### src/rtl/instr_exec_unit.sv
// instr_exec_unit
//   Execute stage behind the instruction register file. A start request
//   latches a batch (first_index, count). For each entry the unit addresses the
//   register file via read_index, captures opcode/operands, evaluates the
//   instruction and presents the result on a valid/ready stream.
// Ports
//   clk, reset_en (async, active-low)
//   start, first_index, count       batch request, sampled only when idle
//   busy, done                      batch status (done is a 1-cycle pulse)
//   read_index, opcode, operand_a/b register-file read port (combinational data)
//   res_valid, res_ready            result stream handshake
//   res_index, res_opcode, result   result beat payload
//   div_by_zero, illegal_op         result beat flags
module instr_exec_unit #(
  parameter int DEPTH = 32,
  parameter int IDX_W = $clog2(DEPTH),
  parameter int OP_W  = 32,
  parameter int RES_W = 2*OP_W
) (
  input  logic                    clk,
  input  logic                    reset_en,
  input  logic                    start,
  input  logic [IDX_W-1:0]        first_index,
  input  logic [IDX_W:0]          count,
  output logic                    busy,
  output logic                    done,
  output logic [IDX_W-1:0]        read_index,
  input  logic [3:0]              opcode,
  input  logic signed [OP_W-1:0]  operand_a,
  input  logic signed [OP_W-1:0]  operand_b,
  output logic                    res_valid,
  input  logic                    res_ready,
  output logic [IDX_W-1:0]        res_index,
  output logic [3:0]              res_opcode,
  output logic signed [RES_W-1:0] result,
  output logic                    div_by_zero,
  output logic                    illegal_op
);
  localparam int CNT_W = $clog2(OP_W+1);

  localparam logic [3:0] OP_ZERO  = 4'd0;
  localparam logic [3:0] OP_PASSA = 4'd1;
  localparam logic [3:0] OP_PASSB = 4'd2;
  localparam logic [3:0] OP_ADD   = 4'd3;
  localparam logic [3:0] OP_SUB   = 4'd4;
  localparam logic [3:0] OP_MULT  = 4'd5;
  localparam logic [3:0] OP_DIV   = 4'd6;
  localparam logic [3:0] OP_MOD   = 4'd7;

  typedef enum logic [2:0] {S_IDLE, S_FETCH, S_EXEC, S_OUT, S_DONE} state_t;
  state_t state, state_n;

  logic [IDX_W-1:0] idx;
  logic [IDX_W:0]   remaining;

  logic [3:0]              op_p0;
  logic signed [OP_W-1:0]  a_p0, b_p0;
  logic [OP_W-1:0]         quo_p1, rem_p1, dvs_p1;
  logic [CNT_W-1:0]        cnt_p1;

  // Magnitude of a signed operand; the most-negative value maps to 2^(OP_W-1),
  // which still fits in OP_W unsigned bits.
  function automatic logic [OP_W-1:0] mag(input logic signed [OP_W-1:0] v);
    return v[OP_W-1] ? $unsigned(-v) : $unsigned(v);
  endfunction

  // Re-apply a sign to an unsigned divider magnitude at full result width so
  // that most-negative / -1 yields +2^(OP_W-1) without wrapping.
  function automatic logic signed [RES_W-1:0] apply_sign(input logic [OP_W-1:0] m,
                                                         input logic neg);
    logic signed [RES_W-1:0] e;
    e = $signed({{(RES_W-OP_W){1'b0}}, m});
    return neg ? -e : e;
  endfunction

  logic is_div, div_run, exec_last, handshake;
  logic [OP_W:0] rem_sh, rem_sub;
  logic          rem_ge;

  assign is_div    = (op_p0 == OP_DIV) || (op_p0 == OP_MOD);
  assign div_run   = is_div && (b_p0 != '0);
  // Divide steps for OP_W cycles, then one extra cycle for the sign fix-up.
  assign exec_last = !div_run || (cnt_p1 == CNT_W'(OP_W));
  assign handshake = (state == S_OUT) && res_ready;

  assign rem_sh  = {rem_p1, quo_p1[OP_W-1]};
  assign rem_ge  = rem_sh >= {1'b0, dvs_p1};
  assign rem_sub = rem_sh - {1'b0, dvs_p1};

  assign read_index = idx;
  assign res_index  = idx;

  always_comb begin
    state_n   = state;
    busy      = 1'b0;
    done      = 1'b0;
    res_valid = 1'b0;
    unique case (state)
      S_IDLE:  if (start) state_n = (count == '0) ? S_DONE : S_FETCH;
      S_FETCH: begin
        busy    = 1'b1;
        state_n = S_EXEC;
      end
      S_EXEC: begin
        busy = 1'b1;
        if (exec_last) state_n = S_OUT;
      end
      S_OUT: begin
        busy      = 1'b1;
        res_valid = 1'b1;
        if (res_ready) state_n = (remaining == (IDX_W+1)'(1)) ? S_DONE : S_FETCH;
      end
      S_DONE: begin
        done    = 1'b1;
        state_n = S_IDLE;
      end
      default: state_n = S_IDLE;
    endcase
  end

  always_ff @(posedge clk or negedge reset_en) begin
    if (!reset_en) begin
      state     <= S_IDLE;
      idx       <= '0;
      remaining <= '0;
    end else begin
      state <= state_n;
      if (state == S_IDLE && start) begin
        idx       <= first_index;
        remaining <= count;
      end else if (handshake) begin
        idx       <= (idx == IDX_W'(DEPTH-1)) ? '0 : idx + IDX_W'(1);
        remaining <= remaining - (IDX_W+1)'(1);
      end
    end
  end

  // ---- p0/p1: operand capture at end of FETCH, restoring divider in EXEC ----
  always_ff @(posedge clk) begin
    if (state == S_FETCH) begin
      op_p0  <= opcode;
      a_p0   <= operand_a;
      b_p0   <= operand_b;
      quo_p1 <= mag(operand_a);
      dvs_p1 <= mag(operand_b);
      rem_p1 <= '0;
      cnt_p1 <= '0;
    end else if (state == S_EXEC && !exec_last) begin
      rem_p1 <= rem_ge ? rem_sub[OP_W-1:0] : rem_sh[OP_W-1:0];
      quo_p1 <= {quo_p1[OP_W-2:0], rem_ge};
      cnt_p1 <= cnt_p1 + CNT_W'(1);
    end
  end

  logic signed [RES_W-1:0] a_x, b_x, alu_res;
  assign a_x = {{(RES_W-OP_W){a_p0[OP_W-1]}}, a_p0};
  assign b_x = {{(RES_W-OP_W){b_p0[OP_W-1]}}, b_p0};

  always_comb begin
    alu_res = '0;
    case (op_p0)
      OP_ZERO:  alu_res = '0;
      OP_PASSA: alu_res = a_x;
      OP_PASSB: alu_res = b_x;
      OP_ADD:   alu_res = a_x + b_x;
      OP_SUB:   alu_res = a_x - b_x;
      OP_MULT:  alu_res = a_x * b_x;
      OP_DIV:   alu_res = div_run ? apply_sign(quo_p1, a_p0[OP_W-1] ^ b_p0[OP_W-1]) : '0;
      OP_MOD:   alu_res = div_run ? apply_sign(rem_p1, a_p0[OP_W-1]) : '0;
      default:  alu_res = '0;
    endcase
  end

  // ---- p2: result beat register, held through OUT until accepted ----
  always_ff @(posedge clk or negedge reset_en) begin
    if (!reset_en) begin
      res_opcode  <= '0;
      result      <= '0;
      div_by_zero <= 1'b0;
      illegal_op  <= 1'b0;
    end else if (state == S_EXEC && exec_last) begin
      res_opcode  <= op_p0;
      result      <= alu_res;
      div_by_zero <= is_div && (b_p0 == '0);
      illegal_op  <= op_p0 > OP_MOD;
    end
  end

endmodule

### config.mk
export PLATFORM = sky130hd
export DESIGN_NAME = instr_exec_unit
export DESIGN_NICKNAME = d
export VERILOG_FILES = /design/src/rtl/instr_exec_unit.sv
export SDC_FILE = /design/constraint.sdc
export NUM_CORES = 2
export LEC_CHECK = 0
export ABC_AREA = 1
export BUFFER_PORTS_ARGS = -buffer_cell sky130_fd_sc_hd__buf_2
export CORE_MARGIN = 3
export CORE_UTILIZATION = 55
export DETAILED_ROUTE_END_ITERATION = 10
export HOLD_SLACK_MARGIN = 0.12
export PLACE_DENSITY = 0.83
export SLEW_MARGIN = 0
export SYNTH_ARGS = -nofsm -noshare
export SYNTH_HDL_FRONTEND = slang
export SYNTH_SLANG_ARGS = --single-unit
### constraint.sdc
create_clock -name clk -period 7.6 [get_ports clk]
set_clock_uncertainty 0.05 [all_clocks]
set_input_delay 1.14 -clock clk [delete_from_list [all_inputs] [get_ports clk]]
set_output_delay 1.14 -clock clk [all_outputs]
set_load 0.01 [all_outputs]
==> impl_metrics.yaml <==
synthesis:
  syn_area_per_cell_um2: 7.30
  syn_inst: 8140
  synth_largest_area_cell: "fa_1"
  synth-async-reset-ratio: 0.332
  syn_area_um2: 59400
  ys_seq_area_frac: 0.114
  synth_edf_count: 131
  synth.area.top_cells: "fa_1, nand2_1, inv_1, edfxtp_1, ha_1"
  synthFlopType: "edfxtp_1"
  ys_warn_count: 0
  yosysUniqueCellTypes: 57
  synth_nets: 9601
  synth_top_area_share: 0.365
  synth-seq-cells: 253
outcome:
  outcome: "completed"
sta:
  tightest_slew_ns: 0.995
  fmax_mhz: 134
  rsz0062_at_grt: "true"
  maxSlewViolCount: 0
  relSlewSlack: 0.331
  hold_viol: 0
  fin_crit_sh: 0.978
  layout_setup_ws_ns: 0.164
  finalSetupViolCount: 0
  min_period_ns: 7.44
floorplan:
  die-area_um2: 112000
  die_w_um: 335
  core_area_um2: 106000
  io_pins: 166
  num_rows: 119
  dieHeight_um: 335
  start_util: 0.559
route:
  drt_wl_total_um: 237000
  vias: 56254
  detail_route.first_pass.iterations: 8
  drc: 0
  via_per_inst: 5.70
  routedWlPerCell_um: 24.1
  final_antenna_net_count: 0
  drt-initial-drc-count: 5816
final_layout:
  drive_above_1_share: 0.0996
  seqCellArea_um2: 6800
  num-nets-final: 9908
  multi_input_area_um2: 44300
  area_growth_pct: 12.3
  nFillCells: 9275
critical_path:
  path_max_fanout: 14
  worstSetupEndpointType: "flip-flop"
  crit_required_ns: 8.11
  r2r_cells: 30
  rrSetupSlack_ns: 0.16
  startpoint_type: "flip-flop"
  cp_common_cell: "fa_1"
  cp.arrival_ns: 7.95
  path_class: "flip-flop to flip-flop"
  max_stage_delay_ns: 0.59
  r2r-start: "b_p0[8]$_DFFE_PP_"
  r2r-end: "result[30]$_DFFE_PN0P_"
  worst_path_max_delay_cell: "fa_1"
worst_hold_path:
  hp-class: "input pin to async pin"
placed_design:
  dp_slack_ns: -0.151
  port_buffers: 165
  globalplace.congestion: 1.13
  dp_hpwl_um: 195000
grt:
  overflow: 0
  grt_pass1_wl_um: 350000
  antenna_found_initial: 15
  grtUsageTotal: 0.420
  grt_start_max_net_pins: 69
  grt_pass1_vias: 58322
clock_tree:
  cts_buffer_depth: 3
  clk_pin_slew_ns: 0.08
  clkSinkCount: 253
  cts-root-buf: "clkbuf_16"
  cts_made_buffers: 29
  h-tree-depth: 1
  cts_hold_buffers: 0
  clock_latency_ns: 0.63
  cts_tree: "built"
flow_run:
  cap_violations: 0
==> sequential cells by signal, summed over array words and instances, names as in the netlist <==
name         count
a_p0            32
b_p0            32
cnt_p1           6
div_by_zero      1
dvs_p1          31
illegal_op       1
op_p0            4
quo_p1          32
read_index       5
rem_p1          32
remaining        6
res_opcode       4
result          64
state            3
==> cell usage after synthesis (7+ instances only) <==
cell,count
a21o_1,8
a21oi_1,253
a31oi_1,7
buf_1,13
buf_2,39
buf_4,10
clkbuf_1,247
dfrtp_1,84
dfxtp_1,38
edfxtp_1,131
fa_1,1085
ha_1,293
inv_1,2046
inv_2,9
nand2_1,2250
nand2_2,9
nand3_1,380
nand3b_1,18
nand4_1,88
nor2_1,515
nor3_1,62
nor4_1,16
o211ai_1,8
o21ai_0,265
o21ai_1,20
o21bai_1,26
o221ai_1,7
o22ai_1,14
o31ai_1,7
or2_2,12
xnor2_1,39
xor2_1,68
==> per-stage QoR <==
stage	std cells	instance area, um2	TNS [ns]	util	hold slack (ns)
global placement	9787	64800	-0.558	0.609	0.392
global route	9861	66700	-0.918	0.628	0.341
floorplan	8140	59400	0	-	0.373
CTS	9842	65700	0	0.618	0.316
finish	9867	66700	0	0.628	0.330
detailed placement	9787	64800	-0.812	0.609	0.404
==> final cells by class <==
class                   instances  share of cell area
multi-input cells            5512               0.664
inverters                    2059               0.116
flip-flops and latches        253               0.102
repair buffers                592              0.0782
well taps                    1391              0.0261
clock buffers                  43              0.0125
clock inverters                11             0.00124
diodes                          6            0.000225
==> cell families after synthesis <==
kind of cell	synth area share
buf+inv	0.152
simple gates	0.232
flops	0.114
xor+xnor	0.0158
compound gates	0.0587
fa+ha+maj	0.427
==> worst max path at each step <==
stage | from | end | slack (ns) | depth (start not counted)
2_1_floorplan | a_p0[31]$_DFFE_PP_ | result[52]$_DFFE_PN0P_ | 0.02 | 33
3_3_place_gp | a_p0[15]$_DFFE_PP_ | result[61]$_DFFE_PN0P_ | -0.16 | 29
3_5_place_dp | a_p0[15]$_DFFE_PP_ | result[61]$_DFFE_PN0P_ | -0.15 | 29
4_1_cts | b_p0[8]$_DFFE_PP_ | result[45]$_DFFE_PN0P_ | 0.007 | 32
5_1_grt | a_p0[31]$_DFFE_PP_ | result[60]$_DFFE_PN0P_ | -0.12 | 30
6_report | b_p0[8]$_DFFE_PP_ | result[30]$_DFFE_PN0P_ | 0.16 | 30
==> layout by cell type (no fill, tap or decap), drive strengths merged, types with 8 or more instances in the layout <==
| master | instances |
|---|---|
| buf | 588 |
| a21oi | 255 |
| nor2 | 522 |
| nand2 | 2262 |
| nor4 | 16 |
| inv | 2058 |
| o21bai | 26 |
| nand3 | 386 |
| nand4 | 88 |
| o22ai | 14 |
| o211ai | 8 |
| nand3b | 18 |
| edfxtp | 131 |
| xnor2 | 39 |
| ha | 293 |
| or2 | 12 |
| clkbuf | 47 |
| nor3 | 64 |
| dfrtp | 84 |
| dfxtp | 38 |
| xor2 | 68 |
| a21o | 8 |
| o21ai | 285 |
| fa | 1085 |
==> repair_timing <==
| action | in CTS | in global routing |
|---|---|---|
| gates resized for setup | 5 | 185 |
| pin swaps | 0 | 31 |
| setup buffers | 1 | 15 |
| setup endpoints to repair | 11 | 39 |
| gates cloned | 0 | 4 |
==> worst max-delay path: cells and delay by family (launching register included) <==
family | cells | cell delay (ns)
adder cells (fa/ha/maj) | 9 | 4.41
buffers and inverters | 8 | 0.91
AO/OA/AOI/OAI | 3 | 0.55
AND/OR/NAND/NOR | 10 | 0.98
flip-flops | 1 | 0.42
==> routing by layer <==
metal	vias to the layer above	wire, um	GRT usage	share of wire
li1	24624	-	-	-
met1	27288	82500	0.489	0.35
met2	3287	109000	0.687	0.46
met3	1043	23400	0.0887	0.099
met4	12	22500	0.313	0.095
met5	-	151	0.00426	0.00064
Power is not shown: default switching activity piles up to over one toggle a cycle in this logic, so the estimate is an artifact.
